`src/rtl/cla_pkg.sv`:
```
// Shared constants and helpers for the pipelined carry-lookahead adder.
package cla_pkg;

    // Width of one lookahead group.
    localparam int GRP_W = 4;

    // Carry-in forced when subtracting (two's complement: a + ~b + 1).
    localparam logic SUB_CIN = 1'b1;

    // Number of lookahead groups needed to cover a given operand width.
    function automatic int grp_count(input int width);
        return (width + GRP_W - 1) / GRP_W;
    endfunction

endpackage

```
`src/rtl/cla_group4.sv`:
```
// One 4-bit carry-lookahead group: internal carries c1..c3 plus the
// group generate/propagate terms used by the second lookahead level.
module cla_group4
    import cla_pkg::*;
(
    input  logic [GRP_W-1:0] a,
    input  logic [GRP_W-1:0] b,
    input  logic             cin,
    output logic [GRP_W-1:1] c,
    output logic             g_grp,
    output logic             p_grp
);

    logic [GRP_W-1:0] g;
    logic [GRP_W-1:0] p;

    // Per-bit terms and fully flattened in-group lookahead equations.
    always_comb begin
        g     = a & b;
        p     = a | b;
        c[1]  = g[0] | (p[0] & cin);
        c[2]  = g[1] | (p[1] & g[0]) | (p[1] & p[0] & cin);
        c[3]  = g[2] | (p[2] & g[1]) | (p[2] & p[1] & g[0])
              | (p[2] & p[1] & p[0] & cin);
        g_grp = g[3] | (p[3] & g[2]) | (p[3] & p[2] & g[1])
              | (p[3] & p[2] & p[1] & g[0]);
        p_grp = &p;
    end

endmodule

```
`src/rtl/cla_pipe_adder.sv`:
```
// Two-stage pipelined carry-lookahead adder/subtractor with valid/ready
// handshakes on both sides. Stage 1 registers operands and group G/P;
// stage 2 resolves group carries by lookahead and registers the result.
// Optional macro CLA_PIPE_FLAGS_EN adds registered ovf and zero outputs.
module cla_pipe_adder
    import cla_pkg::*;
#(
    parameter int WIDTH = 32
) (
    input  logic             clk,
    input  logic             reset,
    input  logic             in_valid,
    output logic             in_ready,
    input  logic [WIDTH-1:0] a,
    input  logic [WIDTH-1:0] b,
    input  logic             ci,
    input  logic             sub,
    output logic             out_valid,
    input  logic             out_ready,
    output logic [WIDTH-1:0] s,
    output logic             co
`ifdef CLA_PIPE_FLAGS_EN
    ,
    output logic             ovf,
    output logic             zero
`endif
);

    localparam int NGRP = grp_count(WIDTH);

    logic                  s1_valid;
    logic                  in_xfer;
    logic                  adv2;

    // Stage-1 inputs (combinational) and registers.
    logic [WIDTH-1:0]      bx_p0;
    logic                  c0_p0;
    logic [NGRP-1:0]       g_p0;
    logic [NGRP-1:0]       p_p0;
    logic [WIDTH-1:0]      a_p1;
    logic [WIDTH-1:0]      bx_p1;
    logic                  c0_p1;
    logic [NGRP-1:0]       g_p1;
    logic [NGRP-1:0]       p_p1;

    // Stage-2 carry network and result.
    logic [NGRP:0]         gc_p1;
    logic [3*NGRP-1:0]     in_c_p1;
    logic [WIDTH-1:0]      cbit_p1;
    logic [WIDTH-1:0]      sum_p1;
    logic                  term;
    logic                  acc;

    // Stage-1 group instances only need G/P; stage-2 instances only carries.
    logic [3*NGRP-1:0]     unused_c_p0;
    logic [NGRP-1:0]       unused_g_p1;
    logic [NGRP-1:0]       unused_p_p1;

    assign in_xfer  = in_valid & in_ready;
    assign adv2     = s1_valid & (~out_valid | out_ready);
    assign in_ready = ~s1_valid | adv2;

    // Operand conditioning: subtract inverts B and forces the carry-in.
    always_comb begin
        bx_p0 = b ^ {WIDTH{sub}};
        c0_p0 = sub ? SUB_CIN : ci;
    end

    for (genvar k = 0; k < NGRP; k++) begin : g_grp
        cla_group4 u_gp (
            .a     (a[GRP_W*k +: GRP_W]),
            .b     (bx_p0[GRP_W*k +: GRP_W]),
            .cin   (1'b0),
            .c     (unused_c_p0[3*k +: 3]),
            .g_grp (g_p0[k]),
            .p_grp (p_p0[k])
        );

        cla_group4 u_cy (
            .a     (a_p1[GRP_W*k +: GRP_W]),
            .b     (bx_p1[GRP_W*k +: GRP_W]),
            .cin   (gc_p1[k]),
            .c     (in_c_p1[3*k +: 3]),
            .g_grp (unused_g_p1[k]),
            .p_grp (unused_p_p1[k])
        );

        assign cbit_p1[GRP_W*k]                 = gc_p1[k];
        assign cbit_p1[GRP_W*k+1 +: GRP_W-1]    = in_c_p1[3*k +: 3];
    end

    // Second-level lookahead: each group carry is a flat sum of products of
    // the stage-1 G/P terms and c0, so no carry ripples between groups.
    always_comb begin
        gc_p1    = '0;
        term     = 1'b0;
        acc      = 1'b0;
        gc_p1[0] = c0_p1;
        for (int k = 0; k < NGRP; k++) begin
            term = c0_p1;
            for (int m = 0; m <= k; m++) term = term & p_p1[m];
            acc = term;
            for (int j = 0; j <= k; j++) begin
                term = g_p1[j];
                for (int m = j + 1; m <= k; m++) term = term & p_p1[m];
                acc = acc | term;
            end
            gc_p1[k+1] = acc;
        end
    end

    assign sum_p1 = a_p1 ^ bx_p1 ^ cbit_p1;

    // ---- stage 0 -> stage 1 boundary ----
    // Pipeline occupancy: stage-1 holding flag and output valid.
    always_ff @(posedge clk or posedge reset) begin
        if (reset) begin
            s1_valid  <= 1'b0;
            out_valid <= 1'b0;
        end else begin
            if (in_xfer)   s1_valid <= 1'b1;
            else if (adv2) s1_valid <= 1'b0;
            if (adv2)           out_valid <= 1'b1;
            else if (out_ready) out_valid <= 1'b0;
        end
    end

    // Stage-1 capture of conditioned operands and group G/P on input transfer.
    always_ff @(posedge clk or posedge reset) begin
        if (reset) begin
            a_p1  <= '0;
            bx_p1 <= '0;
            c0_p1 <= 1'b0;
            g_p1  <= '0;
            p_p1  <= '0;
        end else if (in_xfer) begin
            a_p1  <= a;
            bx_p1 <= bx_p0;
            c0_p1 <= c0_p0;
            g_p1  <= g_p0;
            p_p1  <= p_p0;
        end
    end

    // ---- stage 1 -> stage 2 boundary ----
    // Result register; holds during output stall because adv2 stays low.
    always_ff @(posedge clk or posedge reset) begin
        if (reset) begin
            s    <= '0;
            co   <= 1'b0;
`ifdef CLA_PIPE_FLAGS_EN
            ovf  <= 1'b0;
            zero <= 1'b0;
`endif
        end else if (adv2) begin
            s    <= sum_p1;
            co   <= gc_p1[NGRP];
`ifdef CLA_PIPE_FLAGS_EN
            ovf  <= cbit_p1[WIDTH-1] ^ gc_p1[NGRP];
            zero <= ~|sum_p1;
`endif
        end
    end

endmodule

```
`config.mk`:
```
export PLATFORM = sky130hd
export DESIGN_NAME = cla_pipe_adder
export DESIGN_NICKNAME = d
export VERILOG_FILES = /design/src/rtl/cla_pkg.sv /design/src/rtl/cla_group4.sv /design/src/rtl/cla_pipe_adder.sv
export SDC_FILE = /design/constraint.sdc
export NUM_CORES = 1
export LEC_CHECK = 0
export BUFFER_PORTS_ARGS = -buffer_cell sky130_fd_sc_hd__buf_2
export CAP_MARGIN = 20
export CORE_UTILIZATION = 26
export DETAILED_ROUTE_END_ITERATION = 10
export PLACE_DENSITY = 0.39
export SYNTH_ARGS = -nofsm -noshare
export SYNTH_HDL_FRONTEND = slang
export SYNTH_SLANG_ARGS = --single-unit
export TNS_END_PERCENT = 50
```
`constraint.sdc`:
```
create_clock -name clk -period 4.5 [get_ports clk]
set_clock_uncertainty 0.1 [all_clocks]
set_input_delay 0.225 -clock clk [delete_from_list [all_inputs] [get_ports clk]]
set_output_delay 0.225 -clock clk [all_outputs]
set_load 0.02 [all_outputs]
```
* After elaboration in Yosys (flattened, before gate mapping)
Cells that the tools add are included.
** Storage, ports and cells
- Bits in registers :: 116
- Input bits :: 70
- Output and inout port bits :: 35
** Operators by class
- Muxes and demuxes :: 5
- Bitwise gates (word level) :: 297
- Reductions and logical operators :: 10
** Operators by type and width (count)
- 1-bit bitwise AND :: 150
- 1-bit OR :: 110
- 32-bit XOR :: 3
- 4-bit bitwise AND :: 8
- 4-bit OR :: 8
- 4-bit AND reduction :: 8
- 3-bit bitwise AND :: 8
- 3-bit OR :: 8
- 1-bit two-way mux :: 5
- 2-bit nonzero test :: 2
- 1-bit inverter :: 2

* Depth between registers and ports, before layout
Gate-level depths: netlist of run 1.
- Word-level depth :: 17
- Depth in mapped cells :: 8
- Mapped depth without buffers :: 8

* By module
From an unflattened synthesis of run 1, not the netlist that was laid out.
** Second synthesis, totals
- Cells, all modules :: 632
- Area total of the unflattened synthesis :: 6676.4 µm²
** Modules (own cells, without submodules)
- cla_pipe_adder :: instances 1, cells each 424, area each 5295.1 µm², seq. area each 2902.8 µm²
- cla_group4 :: instances 16, cells each 13, area each 86.3 µm², seq. area each 0.0 µm²

* Worst setup path after synthesis of run 1
Ideal clock, no wire load.
- Path kind :: register to register
- Start :: register p_p1[0]
- End :: register s[20]
- Library setup time :: 0.125 ns
- Arrival :: 1.845 ns
- Data required time :: 4.275 ns
- Slack :: 2.430 ns
- Cell stages (with the launch flop) :: 8
- Buffers on the path :: 0
- Clock period less this slack :: 2.070 ns
- Cell sequence :: dfrtp_1 > a211oi_4 > o21bai_2 > a21o_1 > nand2_1 > nand2_1 > fa_1 > mux2_2
** Between the ends
- Word-level cells in the longest chain between the ends :: 11
** RTL lines
- start: declaration :: line cla_pipe_adder.sv:44 : logic [NGRP-1:0] p_p1;
- start signal: assignment :: line cla_pipe_adder.sv:141 : p_p1 <= p_p0;
- 1-bit bitwise AND (5 in a row) :: line cla_pipe_adder.sv:101 : for (int m = 0; m <= k; m++) term = term & p_p1[m];
- 1-bit OR (5 in a row) :: line cla_pipe_adder.sv:106 : acc = acc | term;
- 32-bit XOR :: line cla_pipe_adder.sv:112 : assign sum_p1 = a_p1 ^ bx_p1 ^ cbit_p1;
- net sum_p1[20] :: line cla_pipe_adder.sv:50 : logic [WIDTH-1:0] sum_p1;
- end signal: assignment :: line cla_pipe_adder.sv:156 : s <= sum_p1;
- end: declaration :: line cla_pipe_adder.sv:20 : output logic [WIDTH-1:0] s,
The timed path passes the listed nets, and every way through them passes these cells.
A chain may end at the register's enable or synchronous reset.

* Final worst setup path of run 1
- Start :: register g_p1[1]
- End :: register s[28]
** Between the ends
- Word-level cells in the longest chain between the ends :: 12
** RTL lines
- start: declaration :: line cla_pipe_adder.sv:43 : logic [NGRP-1:0] g_p1;
- start signal: assignment :: line cla_pipe_adder.sv:140 : g_p1 <= g_p0;
- 1-bit bitwise AND (5 in a row) :: line cla_pipe_adder.sv:105 : for (int m = j + 1; m <= k; m++) term = term & p_p1[m];
- 1-bit OR (6 in a row) :: line cla_pipe_adder.sv:106
- 32-bit XOR :: line cla_pipe_adder.sv:112
- net sum_p1[28] :: line cla_pipe_adder.sv:50
The timed path passes the listed nets, and every way through them passes these cells.

==> results of run 1 <==
[per-stage QoR]
| stage | power (mW) | instances | cell area, um2 |
|---|---|---|---|
| finish | 4.182 | 1235 | 8697 |
| global route | 4.471 | 1235 | 8697 |
| CTS | 4.263 | 1235 | 8697 |
| detailed placement | 2.750 | 1172 | 7759 |
| global placement | 2.749 | 1172 | 7759 |
| floorplan | 2.313 | 756 | 6908 |
[critical path: stages, from the launching register on]
cell and delay (ps):
dfrtp_1 430, o21ai_1 400, o211ai_2 180, a31oi_1 290, inv_1 110, fa_1 430, mux2_2 260
[layer usage]
layer / part of all wire (%) / vias up / global-route usage [%] / routed length (um)
met5: 0 / - / 0 / 0
met4: 1.0 / 0 / 4.003 / 180
met3: 2.6 / 14 / 2.737 / 467
met2: 48 / 65 / 22.82 / 8498
met1: 49 / 2565 / 18.86 / 8725
li1: - / 2783 / - / -
[cell usage in the layout, fill, tap and decap left out, types with 26 or more instances in the layout]
master	synthesis	routed
o21ai_0	97	97
xor2_1	39	39
xnor2_1	26	26
buf_2	1	104
a21oi_1	28	28
dfrtp_1	116	116
dlygate4sd3_1	0	31
nand2_1	134	132
ha_1	48	48
inv_1	76	75
[power by group through the flow]
stage	clock network [mW]	logic [mW]	registers, mW
2_1_floorplan	0	0.682	1.63
3_3_place_gp	0	1.26	1.49
3_5_place_dp	0	1.26	1.49
4_1_cts	1.50	1.29	1.47
5_1_grt	1.54	1.42	1.50
6_report	1.46	1.26	1.47
[registers in the layout, summed over array words and instances, names as in the netlist]
signal / count
a_p1: 32
bx_p1: 32
c0_p1: 1
co: 1
g_p1: 8
out_valid: 1
p_p1: 8
s: 32
s1_valid: 1
[worst min-delay path by stage]
stage,cells past startpoint,to,startpoint
6_report,3,out_valid$_DFFE_PP0P_,out_ready
5_1_grt,3,a_p1[31]$_DFFE_PP0P_,a[31]
4_1_cts,3,a_p1[0]$_DFFE_PP0P_,a[0]
3_5_place_dp,2,a_p1[18]$_DFFE_PP0P_,reset
3_3_place_gp,2,s[18]$_DFFE_PP0P_,reset
2_1_floorplan,2,a_p1[11]$_DFFE_PP0P_,a[11]
[final cells by class]
class	instances	area (um2)
fillers	2749	17360
repair buffers	141	875.8
inverters	76	287.8
multi-input cells	535	3583
clock buffers	23	478.0
well taps	335	419.2
clock inverters	9	150.1
flip-flops and latches	116	2903
[repair_timing]
item,in CTS,in global routing
hold buffers,31,0
hold endpoints to repair,69,0
endpoints found under the setup margin,0,0
setup buffers,0,0
[kinds of logic after synthesis]
| logic type | synth area share, % |
|---|---|
| compound gates | 17.95 |
| simple gates | 12.24 |
| flops | 42.02 |
| buf+inv | 6.212 |
| xor+xnor | 8.241 |
| fa+ha+maj | 12.03 |
| mux | 1.304 |
==> results.sh, run 1 <==
export IMPL_yosys_top_cells_count="134 x nand2_1, 116 x dfrtp_1, 97 x o21ai_0"
export IMPL_clkPwrFrac_pct=34.8
export IMPL_place_gp_congestion=0.7236
export IMPL_antenna_cells=0
export IMPL_cts_sinks=116
export IMPL_antenna_left=0
export IMPL_min_period_ps=2323
export IMPL_drc=0
export IMPL_cts_resized=0
export IMPL_dp_hpwl_um=13160
export IMPL_clk_pin_slew_ps=50
export IMPL_ys_ff_latch=116
export IMPL_drt_iter0_markers=222
export IMPL_layout_drive_gt1_share_pct=18.22
export IMPL_die_h_um=165
export IMPL_via_per_inst=4.394
export IMPL_grt_ovfl_total=0
export IMPL_final_core_util_pct=33.37
export IMPL_ys_warn_count=0
export IMPL_regToRegSetupSlack_ps=2180
export IMPL_reg2reg_depth=6
export IMPL_cts_buffer_depth=2
export IMPL_synth_seq_area_share_pct=42.02
export IMPL_syn_cell_area_um2=6908
export IMPL_syn_nets=882
export IMPL_die_width_um=165
export IMPL_synth_top_area_cell="dfrtp_1"
export IMPL_path_max_fanout=4
export IMPL_num_vias=5427
export IMPL_hp_class="primary input to flip-flop"
export IMPL_crit_path_start="g_p1[1]$_DFFE_PP0P_"
export IMPL_required_ps=4690
export IMPL_synth_most_common_cell="nand2_1"
export IMPL_timing_setup_tns_ps=0
export IMPL_rows=59
export IMPL_worst_slew_pin_slew_ps=781.5
export IMPL_ioPinCount=105
export IMPL_outcome="complete, no violations"
export IMPL_finalHoldViolCount=0
export IMPL_setup_violations=0
export IMPL_antenna_found_initial=0
export IMPL_power_frac_comb_pct=30.1
export IMPL_core_um2=26060
export IMPL_synth_distinct_cells=56
export IMPL_leakage_nw=4.088
export IMPL_nets=1013
export IMPL_worstSetupPathType="flip-flop to flip-flop"
export IMPL_wl_per_cell_um=14.47
export IMPL_slew_headroom_pct=47.90
export IMPL_ys_flop_type="dfrtp_1"
export IMPL_cts_buffers_inserted=17
export IMPL_grt_pass1_vias=5484
export IMPL_place_worst_setup_slack_ps=2022
export IMPL_peakVddDrop_uv=176.2
export IMPL_root_buffer="clkbuf_16"
export IMPL_cts_tree="built"
export IMPL_r2r_end="s[28]$_DFFE_PP0P_"
export IMPL_synthCells=756
export IMPL_rsz0062_at_grt="false"
export IMPL_worst_slack_ps=2177
export IMPL_cp_start_kind="flip-flop"
export IMPL_regToRegStartpoint="g_p1[1]$_DFFE_PP0P_"
export IMPL_dieArea_um2=27230
export IMPL_pwr_density_cell_nw_per_um2=480.8
export IMPL_synth_top_cell_area_share_pct=42.02
export IMPL_firstDrtPassIters=4
export IMPL_htreeDepth=4
export IMPL_synth_edf_count=0
export IMPL_synthToLayoutAreaGrowth_pct=25.90
export IMPL_cap_viol_max_count=0
export IMPL_cp_endpoint="s[28]$_DFFE_PP0P_"
export IMPL_slew_viol_final=0
export IMPL_p_seq_share_pct=35.1
export IMPL_endpoint_kind="flip-flop"
export IMPL_p_sw_share_pct=33.59
export IMPL_worstPathArrival_ps=2520
export IMPL_internal_power_mw=2.777
export IMPL_fmax_ghz=0.4305
export IMPL_initial_core_util_pct=26.51
export IMPL_min_period_over_period_pct=51.62
export IMPL_drt_wl_total_um=17870
export IMPL_whs_ps=19.65
export IMPL_switchingPower_mw=1.405
export IMPL_synth_area_per_cell_um2=9.137
export IMPL_grt_pass1_wl_um=29170
export IMPL_portBuffers=104
export IMPL_synth_area_top_cells="dfrtp_1 42%, ha_1 8.7%, nand2_1 7.3%, o21ai_0 7.0%, xor2_1 4.9%"
export IMPL_async_flop_share_pct=100.0
export IMPL_grt_max_degree=81
export IMPL_clkLatencyLatePin_ps=420
export IMPL_track_usage_pct=14.07
(Power assumes the default switching activity.)
==> run 2: changes to the inputs <==
- PLACE_DENSITY: 0.39 -> 0.4
- clock period: 4.5 -> 2 ns (I/O delays scaled with it)
==> results.sh, run 2 (same netlist as run 1, synthesis figures left out) <==
export IMPL_reg_largest_list="a_p1 (32), bx_p1 (32), s (32)"
export IMPL_core_um2=26060
export IMPL_violations="setup timing"
export IMPL_min_period_ps=2061
export IMPL_worst_slew_pin_slew_ps=676.8
export IMPL_mostFrequentLayoutCell="nand2_1"
export IMPL_r2r_end="s[28]$_DFFE_PP0P_"
export IMPL_fmax_ghz=0.4852
export IMPL_use_met3_pct=2.838
export IMPL_dp_hpwl_um=12840
export IMPL_cpPeakStageDelay_ps=400
export IMPL_outcome="finished, violations left"
export IMPL_worstPathArrival_ps=2250
export IMPL_regToRegSetupSlack_ps=-60
export IMPL_antenna_cells=0
export IMPL_worst_slack_ps=-61.04
export IMPL_rows=59
export IMPL_antenna_found_initial=0
export IMPL_cts_buffers_inserted=17
export IMPL_hold_start="a[12]"
export IMPL_clkLatencyLatePin_ps=410
export IMPL_dieArea_um2=27230
export IMPL_antenna_left=0
export IMPL_required_ps=2190
export IMPL_synthToLayoutAreaGrowth_pct=38.20
export IMPL_pwr_density_cell_nw_per_um2=1022
export IMPL_crit_family="compound AO/OA/AOI/OAI gates"
export IMPL_num_vias=5712
export IMPL_hp_class="primary input to flip-flop"
export IMPL_hold_path_endpoint="p_p1[3]$_DFFE_PP0P_"
export IMPL_cts_sinks=116
export IMPL_grt_use_met2_pct=23.09
export IMPL_initial_core_util_pct=26.51
export IMPL_peakVddDrop_uv=432.7
export IMPL_min_period_over_period_pct=103.1
export IMPL_final_core_util_pct=36.64
export IMPL_grt_max_degree=117
export IMPL_whs_ps=19.36
export IMPL_cp_start_kind="flip-flop"
export IMPL_use_met1_pct=19.10
export IMPL_regToRegStartpoint="p_p1[0]$_DFFE_PP0P_"
export IMPL_cap_viol_max_count=0
export IMPL_place_gp_congestion=0.7249
export IMPL_slew_headroom_pct=54.88
export IMPL_cts_tree="built"
export IMPL_leakage_nw=4.480
export IMPL_cts_buffer_depth=2
export IMPL_nets=1089
export IMPL_slowest_stage="dfrtp_1"
export IMPL_endpoint_kind="flip-flop"
export IMPL_ioPinCount=105
export IMPL_htreeDepth=4
export IMPL_setup_violations=4
export IMPL_dp_cells=1212
export IMPL_rsz0062_at_grt="true"
export IMPL_min_delay_path_depth=3
export IMPL_worstSetupPathType="flip-flop to flip-flop"
export IMPL_reg2reg_depth=7
export IMPL_via_per_inst=4.364
export IMPL_top_usage_layer="met2"
export IMPL_layout_drive_gt1_share_pct=23.82
export IMPL_firstDrtPassIters=4
export IMPL_grt_ovfl_total=0
export IMPL_grt_pass1_wl_um=29810
export IMPL_final_cells=1309
export IMPL_portBuffers=104
export IMPL_root_buffer="clkbuf_16"
export IMPL_grt_pass1_vias=5814
export IMPL_finalHoldViolCount=0
export IMPL_drc=0
export IMPL_cp_cell_sequence="a211oi_4, buf_6, o211ai_4, a31oi_4, inv_2, fa_2, mux2_2"
export IMPL_wl_per_cell_um=13.81
export IMPL_mostFrequentLayoutCells="131 x nand2_1, 115 x dfrtp_1, 104 x buf_2"
export IMPL_drt_wl_total_um=18080
export IMPL_track_usage_pct=14.21
export IMPL_clk_pin_slew_ps=50
export IMPL_die_h_um=165
export IMPL_crit_buf_inv=2
export IMPL_drt_iter0_markers=214
export IMPL_slew_viol_final=0
export IMPL_fillerInstances=2667
export IMPL_path_max_fanout=4
export IMPL_die_width_um=165
[run 2: worst register-to-register path, stage by stage, from the launching register on]
cell	delay, ps
dfrtp_1	400
a211oi_4	240
buf_6	150
o211ai_4	120
a31oi_4	210
inv_2	60
fa_2	400
mux2_2	270
[run 2: layout make-up]
type	count	area, um2	area share, %
timing repair buffer	217	1607	16.83
inverter	76	289.0	3.028
clock buffer	19	442.9	4.640
sequential	116	2904	30.42
multi-input combinational	535	3725	39.02
tap	335	419.2	4.391
clock inverter	11	160.2	1.678
[run 2: how the worst max path moves through the flow]
stage | slack (ps) | start | to | depth (start not counted)
2_1_floorplan | -70 | p_p1[0]$_DFFE_PP0P_ | s[20]$_DFFE_PP0P_ | 7
3_3_place_gp | -200 | p_p1[0]$_DFFE_PP0P_ | s[28]$_DFFE_PP0P_ | 6
3_5_place_dp | -200 | p_p1[0]$_DFFE_PP0P_ | s[28]$_DFFE_PP0P_ | 6
4_1_cts | -140 | c0_p1$_DFFE_PP0P_ | s[28]$_DFFE_PP0P_ | 6
5_1_grt | -140 | p_p1[0]$_DFFE_PP0P_ | s[28]$_DFFE_PP0P_ | 7
6_report | -60 | p_p1[0]$_DFFE_PP0P_ | s[28]$_DFFE_PP0P_ | 7
[run 2: per-stage QoR]
| step | setup WS [ps] | setup TNS [ps] | cell area (um2) | power, mW |
|---|---|---|---|---|
| finish | -61.04 | -168.0 | 9547 | 9.754 |
| global route | -144.9 | -879.4 | 9547 | 10.46 |
| CTS | -144.5 | -547.2 | 9400 | 9.785 |
| detailed placement | -204.0 | -927.6 | 8135 | 6.384 |
| global placement | -195.7 | -969.8 | 8135 | 6.382 |
| floorplan | -70.11 | -133.2 | 6912 | 5.205 |
[run 2: routing by layer]
layer	part of all wire, %	vias up
li1	-	2941
met1	50	2689
met2	47	71
met3	2.5	11
met4	0.85	0
met5	0	-
[run 2: power by group]
part	switching, mW	leakage (nW)	internal (mW)	total (mW)
clock network	1.09	0.294	2.09	3.18
registers	0.375	1.41	2.92	3.30
logic	1.80	2.77	1.48	3.28
[run 2: what timing repair did]
| action | in CTS | in global routing |
|---|---|---|
| hold buffers | 62 | 0 |
| endpoints found under the setup margin | 12 | 22 |
| setup buffers | 4 | 1 |
| endpoints found under the hold margin | 184 | 0 |
| pin swaps | 14 | 7 |
| gates resized for setup | 7 | 27 |
